$ cat src/rtl/sdram_ch2_arbiter.sv
// Three-port round-robin arbiter onto one 32-bit SDRAM controller channel.
// Requests are latched per port; one transfer is in flight at a time.
module sdram_ch2_arbiter #(
   parameter int TIMEOUT = 255
) (
   input  logic        clk,
   input  logic        reset,
   input  logic        port0_req,
   input  logic        port0_rnw,
   input  logic [26:0] port0_addr,
   input  logic [31:0] port0_din,
   input  logic [3:0]  port0_be,
   output logic [31:0] port0_dout,
   output logic        port0_done,
   input  logic        port1_req,
   input  logic        port1_rnw,
   input  logic [26:0] port1_addr,
   input  logic [31:0] port1_din,
   input  logic [3:0]  port1_be,
   output logic [31:0] port1_dout,
   output logic        port1_done,
   input  logic        port2_req,
   input  logic        port2_rnw,
   input  logic [26:0] port2_addr,
   input  logic [31:0] port2_din,
   input  logic [3:0]  port2_be,
   output logic [31:0] port2_dout,
   output logic        port2_done,
   output logic        sdram_req,
   output logic        sdram_rnw,
   output logic [26:0] sdram_addr,
   output logic [31:0] sdram_din,
   output logic [3:0]  sdram_be,
   input  logic [31:0] sdram_dout,
   input  logic        sdram_ready,
   input  logic        pause,
   output logic        busy,
   output logic        timeout_err
);

   localparam int CW = (TIMEOUT > 1) ? $clog2(TIMEOUT) : 1;
   localparam logic [1:0] S_IDLE  = 2'd0;
   localparam logic [1:0] S_ISSUE = 2'd1;
   localparam logic [1:0] S_WAIT  = 2'd2;

   logic [1:0]    state, cur, last_grant, start, win;
   logic [CW-1:0] cnt;
   logic [2:0]    req_v, in_rnw, pending, accept, pend_eff;
   logic [2:0]    fin_v, done_q, lat_rnw, rnw_nxt;
   logic [26:0]   in_addr [3];
   logic [26:0]   lat_addr [3];
   logic [26:0]   addr_nxt [3];
   logic [31:0]   in_din [3];
   logic [31:0]   lat_din [3];
   logic [31:0]   din_nxt [3];
   logic [31:0]   dout_q [3];
   logic [3:0]    in_be [3];
   logic [3:0]    lat_be [3];
   logic [3:0]    be_nxt [3];
   logic          ready_hit, to_hit, fin, cnt_last;

   assign req_v      = {port2_req, port1_req, port0_req};
   assign in_rnw     = {port2_rnw, port1_rnw, port0_rnw};
   assign in_addr[0] = port0_addr;
   assign in_addr[1] = port1_addr;
   assign in_addr[2] = port2_addr;
   assign in_din[0]  = port0_din;
   assign in_din[1]  = port1_din;
   assign in_din[2]  = port2_din;
   assign in_be[0]   = port0_be;
   assign in_be[1]   = port1_be;
   assign in_be[2]   = port2_be;

   assign cnt_last  = (cnt == CW'(TIMEOUT - 1));
   assign ready_hit = (state == S_WAIT) & sdram_ready;
   assign to_hit    = (state == S_WAIT) & ~sdram_ready & cnt_last;
   assign fin       = ready_hit | to_hit;
   assign fin_v     = fin ? (3'b001 << cur) : 3'b000;

   // A port finishing this edge may re-request on the same edge.
   assign accept    = req_v & (~pending | fin_v);
   assign pend_eff  = pending | accept;
   assign start     = (last_grant == 2'd2) ? 2'd0 : last_grant + 2'd1;

   always_comb begin
      for (int n = 0; n < 3; n++) begin
         rnw_nxt[n]  = accept[n] ? in_rnw[n]  : lat_rnw[n];
         addr_nxt[n] = accept[n] ? in_addr[n] : lat_addr[n];
         din_nxt[n]  = accept[n] ? in_din[n]  : lat_din[n];
         be_nxt[n]   = accept[n] ? in_be[n]   : lat_be[n];
      end
   end

   // Scan from farthest to nearest so the port closest to start wins.
   always_comb begin
      logic [2:0] idx;
      win = start;
      idx = 3'd0;
      for (int k = 2; k >= 0; k--) begin
         idx = {1'b0, start} + 3'(k);
         if (idx > 3'd2) idx = idx - 3'd3;
         if (pend_eff[idx]) win = idx[1:0];
      end
   end

   always_ff @(posedge clk) begin
      if (reset) begin
         state       <= S_IDLE;
         cur         <= 2'd0;
         last_grant  <= 2'd2;
         cnt         <= '0;
         pending     <= 3'b000;
         done_q      <= 3'b000;
         timeout_err <= 1'b0;
         sdram_rnw   <= 1'b1;
         sdram_addr  <= '0;
         sdram_din   <= '0;
         sdram_be    <= '0;
         lat_rnw     <= 3'b111;
         for (int n = 0; n < 3; n++) begin
            lat_addr[n] <= '0;
            lat_din[n]  <= '0;
            lat_be[n]   <= '0;
            dout_q[n]   <= '0;
         end
      end else begin
         done_q  <= fin_v;
         pending <= (pending & ~fin_v) | accept;
         lat_rnw <= rnw_nxt;
         for (int n = 0; n < 3; n++) begin
            lat_addr[n] <= addr_nxt[n];
            lat_din[n]  <= din_nxt[n];
            lat_be[n]   <= be_nxt[n];
         end
         unique case (state)
            S_IDLE: begin
               if (!pause && |pend_eff) begin
                  state      <= S_ISSUE;
                  cur        <= win;
                  sdram_rnw  <= rnw_nxt[win];
                  sdram_addr <= addr_nxt[win];
                  sdram_din  <= din_nxt[win];
                  sdram_be   <= be_nxt[win];
               end
            end
            S_ISSUE: begin
               state <= S_WAIT;
               cnt   <= '0;
            end
            S_WAIT: begin
               cnt <= cnt + CW'(1);
               if (fin) begin
                  state      <= S_IDLE;
                  last_grant <= cur;
                  if (to_hit) timeout_err <= 1'b1;
                  if (sdram_rnw) dout_q[cur] <= ready_hit ? sdram_dout : 32'd0;
               end
            end
            default: state <= S_IDLE;
         endcase
      end
   end

   assign sdram_req  = (state == S_ISSUE);
   assign busy       = (state != S_IDLE) | (|pending);
   assign port0_done = done_q[0];
   assign port1_done = done_q[1];
   assign port2_done = done_q[2];
   assign port0_dout = dout_q[0];
   assign port1_dout = dout_q[1];
   assign port2_dout = dout_q[2];

endmodule

$ cat config.mk
export PLATFORM = sky130hd
export DESIGN_NAME = sdram_ch2_arbiter
export DESIGN_NICKNAME = d
export VERILOG_FILES = /design/src/rtl/sdram_ch2_arbiter.sv
export SDC_FILE = /design/constraint.sdc
export NUM_CORES = 1
export LEC_CHECK = 0
export ABC_AREA = 1
export BUFFER_PORTS_ARGS = -buffer_cell sky130_fd_sc_hd__buf_4
export CORE_MARGIN = 2
export CORE_UTILIZATION = 30
export DETAILED_ROUTE_END_ITERATION = 6
export GPL_ROUTABILITY_DRIVEN = 0
export SLEW_MARGIN = 0
export SYNTH_ARGS = -nofsm -noshare
export SYNTH_HDL_FRONTEND = slang
export SYNTH_SLANG_ARGS = --single-unit
$ cat constraint.sdc
create_clock -name clk -period 3.7 [get_ports clk]
set_input_delay 0.185 -clock clk [delete_from_list [all_inputs] [get_ports clk]]
set_output_delay 0.185 -clock clk [all_outputs]
set_load 0.02 [all_outputs]
=== Word-level counts from Yosys, hierarchy flattened ===
Memories as Yosys holds them, arrays and structs flattened.
Cells that the tools add are included.

* $add $sub $neg: 7
* Magnitude comparators: 8
* Eq/ne operators: 6
* Shift operators: 1
* Multiplexer cells: 62
* Bitwise logic cells: 23
* Reductions and logical operators: 12

{| class="wikitable"
|+ Operator list
! kind !! number
|-
| $mux W32 || 10
|-
| $mux W27 || 8
|-
| $bmux W32 S2 || 1
|-
| $bmux W27 S2 || 1
|-
| $mux W4 || 8
|-
| $reduce_or A32 Y1 || 1
|-
| $mux W1 || 16
|-
| $pmux W8 S2 || 1
|-
| $mux W2 || 7
|-
| $mux W3 || 4
|-
| $or A1 B1 Y1 || 11
|-
| $lt A3 B3 Y1 const B || 3
|-
| $or A3 B3 Y3 || 3
|-
| $add A8 B1 Y8 const B || 1
|-
| $bmux W1 S2 || 4
|-
| $bmux W4 S2 || 1
|-
| $eq A8 B8 Y1 const B || 1
|-
| $and A3 B3 Y3 || 2
|-
| $gt A3 B2 Y1 const B || 2
|-
| $not A3 Y3 || 2
|-
| $pmux W2 S3 || 1
|-
| $reduce_and A2 Y1 || 3
|-
| $reduce_or A3 Y1 || 2
|-
| $sub A3 B2 Y3 const B || 2
|-
| 19 further kinds || 24
|}

* Register bits after elaboration: 88
* RAM bits: 285
* Bits of input ports: 231
* Output and inout port bits: 166
* Memories: 4

{| class="wikitable"
|+ Memory list
! name !! depth !! width !! rd ports !! clocked after memory_dff !! write ports !! RTL line !! RTL
|-
| dout_q || 3 || 32 || 3 || 0 || 3 || 56 || <nowiki>logic [31:0] dout_q [3];</nowiki>
|-
| lat_din || 3 || 32 || 3 || 0 || 3 || 54 || <nowiki>logic [31:0] lat_din [3];</nowiki>
|-
| lat_addr || 3 || 27 || 3 || 0 || 3 || 51 || <nowiki>logic [26:0] lat_addr [3];</nowiki>
|-
| lat_be || 3 || 4 || 3 || 0 || 3 || 58 || <nowiki>logic [3:0] lat_be [3];</nowiki>
|}

=== Logic depth before layout (Yosys ltp) ===
Gate-level depths: netlist of the first run.

* Depth in word-level cells: 17
* Depth in mapped cells: 16
* Gate-level depth less buffers: 15

=== Worst setup path after synthesis of the first run ===
Ideal clock, no wire load.

* Kind: register to register
* Start point: register state[0]
* End point: memory dout_q[0][0] (enable)
* Arrival: 2.190 ns
* Required time: 3.311 ns
* Path slack: 1.120 ns
* Stages on the path, launching flop included: 12
* Clock period less this slack: 2.580 ns
* Path through: dfxtp_1 > inv_1 > ha_1 > inv_1 > nor2_1 > nand3_2 > nand2_4 > nand2_1 > nor2_1 > nand2_1 > clkbuf_1 > nand2_1

{| class="wikitable"
|+ RTL lines
! what !! RTL line !! RTL
|-
| start, declared || 46 || <nowiki>logic [1:0] state, cur, last_grant, start, win;</nowiki>
|-
| start signal, assigned || 108 || <nowiki>state <= S_IDLE;</nowiki>
|-
| start signal, assigned || 138 || <nowiki>state <= S_ISSUE;</nowiki>
|-
| start signal, assigned || 147 || <nowiki>state <= S_WAIT;</nowiki>
|-
| end, declared || 56 ||
|}

==> reports/metrics.yaml, run 1 <==
logic_synthesis:
  syn_nets: 2237
  synth_cells: 2000
  yosysMostFrequentCell: "nand2_1"
  synth_top_cell_area_share_pct: 34.8
  ys_ff_latch: 373
  synthTopCellsByCount: "nand2_1 (451), nand3_1 (327), dfxtp_1 (277)"
  syn_area_per_cell_um2: 7.98
  synth.distinct_cells: 29
  yosys-top-cells-area: "dfxtp_1 (35%), edfxtp_1 (18%), nand2_1 (11%), nand3_1 (10%), a21oi_1 (6.1%)"
  synth-warning-count: 0
  synth_top_cell_by_area: "dfxtp_1"
  synthArstFlopShare_pct: 0
  ys_seq_area_share_pct: 52.8
  synth_flop_cell: "dfxtp_1"
  synth.cell_area_um2: 16000
  synth-edff-count: 96
critical_path:
  crit_type: "flop to flop"
  critPathLaunch: "state[0]"
  endpoint_kind: "flop"
  reg2reg_depth: 13
  required_ps: 4220
  startpoint_type: "flop"
  worstPathMaxFanout: 64
  crit_arrival_ps: 3630
  r2r_start: "state[0]"
floorplanning:
  die_y_um: 235
  start_util_pct: 30.4
  coreArea_um2: 52600
  core.rowCount: 84
  die_w_um: 235
  io_pins: 397
  dieArea_um2: 55000
route:
  viasPerCell: 4.91
  initialDrtViolationCount: 1008
  totalWireLength_um: 59400
  dr.pass1.iters: 5
  drc_errors: 0
  antenna_left: 0
  avgRoutedWirePerCell_um: 18.0
  via_count: 16235
grt:
  grt_pass1_vias: 16103
  antenna_found_initial: 9
  grt.total_usage_pct: 20.9
  overflow: 0
  grt_start_max_net_pins: 94
  grt_first_pass_wirelength_um: 91400
status:
  status: "finished clean"
final_layout:
  final_nets: 2813
  synthToLayoutAreaGrowth_pct: 45.7
  regArea_um2: 8430
  fillCellCount: 5161
  drive_above_1_share_pct: 20.7
  multi_input_area_um2: 6220
sta:
  slew_violations: 0
  finalCriticalPeriod_ps: 3110
  max_freq_ghz: 0.322
  setup_viol: 0
  clock_skew_ps: 32.6
  maxSlewHeadroom_pct: 22.1
  min_period_over_period_pct: 84.0
  fin_hold_ws_ps: 34.5
  fin_tns_setup_ps: 0
  hold_viol_final: 0
  tightest_slew_ps: 1170
  rsz0062_at_grt: "no"
clock_tree:
  clock_path_buffers: 3
  cts_inserted_buffers: 44
  path_clk_slew_ps: 60
  cts_setup_buffers: 0
  htreeDepth: 2
  cts_tree: "done"
  clock_latency_ps: 580
  cts_sinks: 373
  root_buffer: "clkbuf_16"
pwr:
  peakVddDrop_uv: 331
  p_leak_uw: 0.0102
  power.density_nw_per_um2: 563
hold_path:
  worstHoldPathType: "primary input to flop"
  min_from: "sdram_dout[0]"
  holdPathStages: 3
placed_design:
  port_buffers: 396
  dp_hpwl_um: 36800
run:
  maxCapViolCount: 0
## where the power goes
part / switching [uW] / internal [uW] / leakage, uW / total [uW]
clock: 1800 / 2760 / 0.000732 / 4550
sequential: 242 / 4650 / 0.00327 / 4890
combinational: 2280 / 1370 / 0.00624 / 3650
total: 4320 / 8780 / 0.0102 / 13100
## sequential cells by signal (all words and copies together) (netlist names), 4 cells and up
signal,count
lat_be,12
lat_din,96
sdram_be,4
sdram_addr,27
lat_addr,81
cnt,8
sdram_din,32
dout_q,96
## worst paths after layout
check	end	slack [ps]
max	lat_addr[0][17]	590
min	dout_q[1][0]	30
max reg2reg	lat_addr[0][17]	590
min reg2reg	lat_rnw[0]	450
## worst max-delay path: stages (launching register included)
cell and delay (ps):
dfxtp_1 340, inv_1 90, ha_1 220, inv_1 80, nor2_1 50, nand3_2 90
nand2_4 90, nand2_2 80, nand2_2 250, nand2_4 150, buf_4 690, nand2_1 150
a21oi_1 190, dlygate4sd3_1 560
## cell type report
type | count | area share [%]
flip-flops and latches | 373 | 36.2
repair buffers | 666 | 24.2
inverters | 155 | 2.52
clock buffers | 65 | 5.33
well taps | 688 | 3.70
clock inverters | 16 | 1.14
multi-input cells | 1336 | 26.8
diodes | 6 | 0.0646
## layout by cell type (no fill, tap or decap), drive strengths merged
cell,netlist,routed
a211oi,1,1
inv,154,156
edfxtp,96,96
nand4,3,3
nor2,187,187
clkinv,1,9
clkbuf,65,65
nand3b,63,63
nand3,328,328
nor3b,5,5
buf,71,427
a21oi,203,203
xor2,1,1
dlygate4sd3,0,239
ha,6,6
dfxtp,277,277
nor3,3,3
nand2,462,462
o21ai,74,74
bufinv,0,6
diode,0,6
## routing by layer
metal / global-route usage (%) / up-vias / part of all wire, %
met4: 8.19 / 6 / 3.6
met3: 5.20 / 147 / 7.8
li1: - / 7743 / -
met5: 0 / - / 0.072
met2: 35.0 / 683 / 47
met1: 25.6 / 7656 / 41
## repair_timing
action                                  CTS  global route
endpoints found under the setup margin    0             0
hold endpoints to repair                287             0
gates resized for setup                   0             0
hold buffers                            239             0
## stage by stage
stage	power [uW]	instance area [um2]	setup slack (ps)	utilization, %	instances
floorplan	7040	16000	1120	-	2000
global placement	8360	19300	860	36.8	2979
detailed placement	8390	19300	803	36.8	2979
CTS	13200	23200	614	44.2	3299
global route	13700	23300	334	44.2	3303
finish	13100	23300	592	44.3	3305
## kinds of logic (layout without fill, tap and decap cells)
group,count (synthesis),after routing,share of synthesized area [%]
and+or+nand+nor,1051,1051,29.3
DFF,373,373,52.8
adders and majority gates,6,6,0.470
xor gates and xnor gates,1,1,0.0549
buffers and inverters,291,902,8.37
other,0,6,0
AOI/OAI and AO/OA,278,278,8.95
Power figures use the tool's default switching activity.
==> run 2: changes to the inputs <==
- clock period: 3.7 -> 3.2 ns (I/O delays scaled with it)
==> reports/metrics.yaml, run 2 (synthesis results as in run 1) <==
route:
  drc_errors: 0  # unchanged
  initialDrtViolationCount: 1104  # +9.5%
  dr.pass1.iters: 5  # unchanged
  via_count: 15882  # -2.2%
  route.met2.wl_um: 27700  # -1.9%
  wl_met1_um: 24200  # -0.83%
  wl_met3_um: 3680  # -21%
  dr.max_layer_used: "met5"
  viasPerCell: 4.81  # -2.1%
  totalWireLength_um: 57700  # -2.8%
  avgRoutedWirePerCell_um: 17.5  # -2.7%
  antenna_left: 0  # unchanged
sta:
  hold_viol_final: 0  # unchanged
  fin_tns_setup_ps: 0  # unchanged
  maxSlewHeadroom_pct: 22.8  # +0.79 points
  setup_viol: 0  # unchanged
  finalCriticalPeriod_ps: 2590  # -522 ps
  slew_violations: 0  # unchanged
  max_freq_ghz: 0.387  # +20%
  min_period_over_period_pct: 80.8  # -3.2 points
  rsz0062_at_grt: "no"
  tightest_slew_ps: 1160  # -11.8 ps
  clock_skew_ps: 25.6  # -6.96 ps
hold_path:
  worstHoldPathType: "primary input to flop"
  holdPathStages: 5  # +2
  hold_path_end: "sdram_rnw"
  min_from: "pause"
clock_tree:
  htreeDepth: 2  # unchanged
  cts_sinks: 373  # unchanged
  clock_path_buffers: 3  # unchanged
  cts_tree: "done"
  clock_latency_ps: 590  # about the same
  root_buffer: "clkbuf_16"
  ctsResizeCount: 0  # unchanged
  cts_inserted_buffers: 44  # unchanged
  path_clk_slew_ps: 60  # about the same
critical_path:
  endpoint_kind: "flop"
  crit_path_frequent_cell: "inv_1"
  rrSetupSlack_ps: 610  # +20 ps
  crit_arrival_ps: 3050  # -580 ps
  cp_slowest_cell: "buf_4"
  crit_buf_inv: 4  # unchanged
  crit_chain: "inv_1, ha_1, inv_1, nor2_1, nand3_2, nand2_4, nand2_2, nand2_4, buf_4, nand3b_1, nand3_1, nand2_1, inv_1, a21oi_1"
  startpoint_type: "flop"
  r2r-end: "sdram_be[0]"
  crit_type: "flop to flop"
  worstPathMaxFanout: 65  # +1.6%
  reg2reg_depth: 14  # +1
  cpPeakStageDelay_ps: 670  # -20 ps
  r2r_start: "state[0]"
  crit_family: "simple AND/OR/NAND/NOR gates"
  required_ps: 3660  # -560 ps
pwr:
  p_int_uw: 10000  # +14%
  p_leak_uw: 0.0102  # -0.36%
  peakVddDrop_uv: 362  # +9.5%
  pwr-share-seq_pct: 37.6  # +0.3 points
  power.density_nw_per_um2: 646  # +15%
  swShare_pct: 33.3  # +0.33 points
  clock_power_share_pct: 34.2  # -0.6 points
  p_sw_uw: 5000  # +16%
  combPwrFrac_pct: 28.2  # +0.3 points
grt:
  grt_start_max_net_pins: 199  # +110%
  grt_pass1_vias: 15708  # -2.5%
  antenna_found_initial: 9  # unchanged
  grt.total_usage_pct: 20.4  # -0.48 points
  overflow: 0  # unchanged
  grt_first_pass_wirelength_um: 89400  # -2.2%
final_layout:
  final_cell_area_um2: 23300  # about the same
  fin_cells: 3301  # -0.12%
  reg.largest.list: "dout_q: 96 flops, lat_din: 96 flops, lat_addr: 81 flops"
  drive_above_1_share_pct: 21.1  # +0.36 points
  final_nets: 2811  # -0.071%
  utilization_pct: 44.3  # about the same
  layout_commonest_cell: "nand2_1"
  final_cell_mix: "nand2_1 (450), buf_4 (419), nand3_1 (327)"
  synthToLayoutAreaGrowth_pct: 45.9  # about the same
floorplanning:
  coreArea_um2: 52600  # unchanged
  die_w_um: 235  # unchanged
  start_util_pct: 30.4  # unchanged
  core.rowCount: 84  # unchanged
  dieArea_um2: 55000  # unchanged
  die_y_um: 235  # unchanged
  io_pins: 397  # unchanged
placed_design:
  dp_hpwl_um: 36800  # about the same
  port_buffers: 396  # unchanged
  dp_cells: 2981  # +0.067%
  place_area_um2: 19400  # +0.47%
run:
  maxCapViolCount: 0  # unchanged
status:
  status: "finished clean"
run 2: cell types whose count changed in the layout (fill, tap and decap cells not counted):
| cell | delta |
|---|---|
| diode_2 | -2 |
| inv_6 | +2 |
| dlygate4sd3_1 | -4 |
| clkbuf_1 | -7 |
| buf_12 | +6 |
| clkinv_2 | +2 |
| clkinvlp_4 | +3 |
| bufinv_16 | -3 |
| buf_4 | -4 |
| clkbuf_8 | +3 |
run 2: cell type report:
cell class              count  area (um2)
well taps                 688         861
fillers                  5142       29300
clock buffers              61        1250
inverters                 155         586
repair buffers            664        5690
diodes                      4        10.0
multi-input cells        1336        6220
clock inverters            20         225
flip-flops and latches    373        8430
run 2: repair_timing:
| item | in CTS | in global routing |
|---|---|---|
| endpoints found under the hold margin | 333 | 0 |
| hold buffers | 235 | 0 |
| buffers inserted | 0 | 0 |
run 2: how the worst max path moves through the flow:
stage / startpoint / endpoint / slack, ps / cells after the start
floorplan: state[0] / dout_q[0][0] / 620 / 11
global placement: state[0] / sdram_be[0] / 660 / 14
detailed placement: state[0] / sdram_be[0] / 580 / 14
CTS: state[0] / sdram_be[0] / 580 / 14
global route: state[0] / sdram_rnw / 380 / 15
finish: state[0] / sdram_be[0] / 610 / 14
run 2: worst min-delay path, cell delays in order:
cell and delay [ps]:
buf_4 100, inv_1 60, nand3_1 180, a21oi_1 100, nand2_1 80
run 2: metrics by stage:
step	setup slack [ps]	hold WS [ps]	total power, uW
after floorplan	620	294	8140
after global placement	660	432	9700
after detailed placement	577	439	9740
after CTS	581	103	15200
after global routing	377	138	15800
final	613	113	15000
run 2: per-layer routing:
metal | track usage, % | vias up
met5 | 0 | -
met4 | 8.38 | 10
met3 | 3.96 | 141
met2 | 34.6 | 551
met1 | 25.3 | 7446
li1 | - | 7734
run 2: power groups by stage:
stage	combinational (uW)	clock, uW	sequential [uW]
finish	4230	5140	5650
global placement	3950	0	5750
CTS	4250	5260	5660
floorplan	2070	0	6070
global route	4640	5440	5700
detailed placement	3990	0	5750
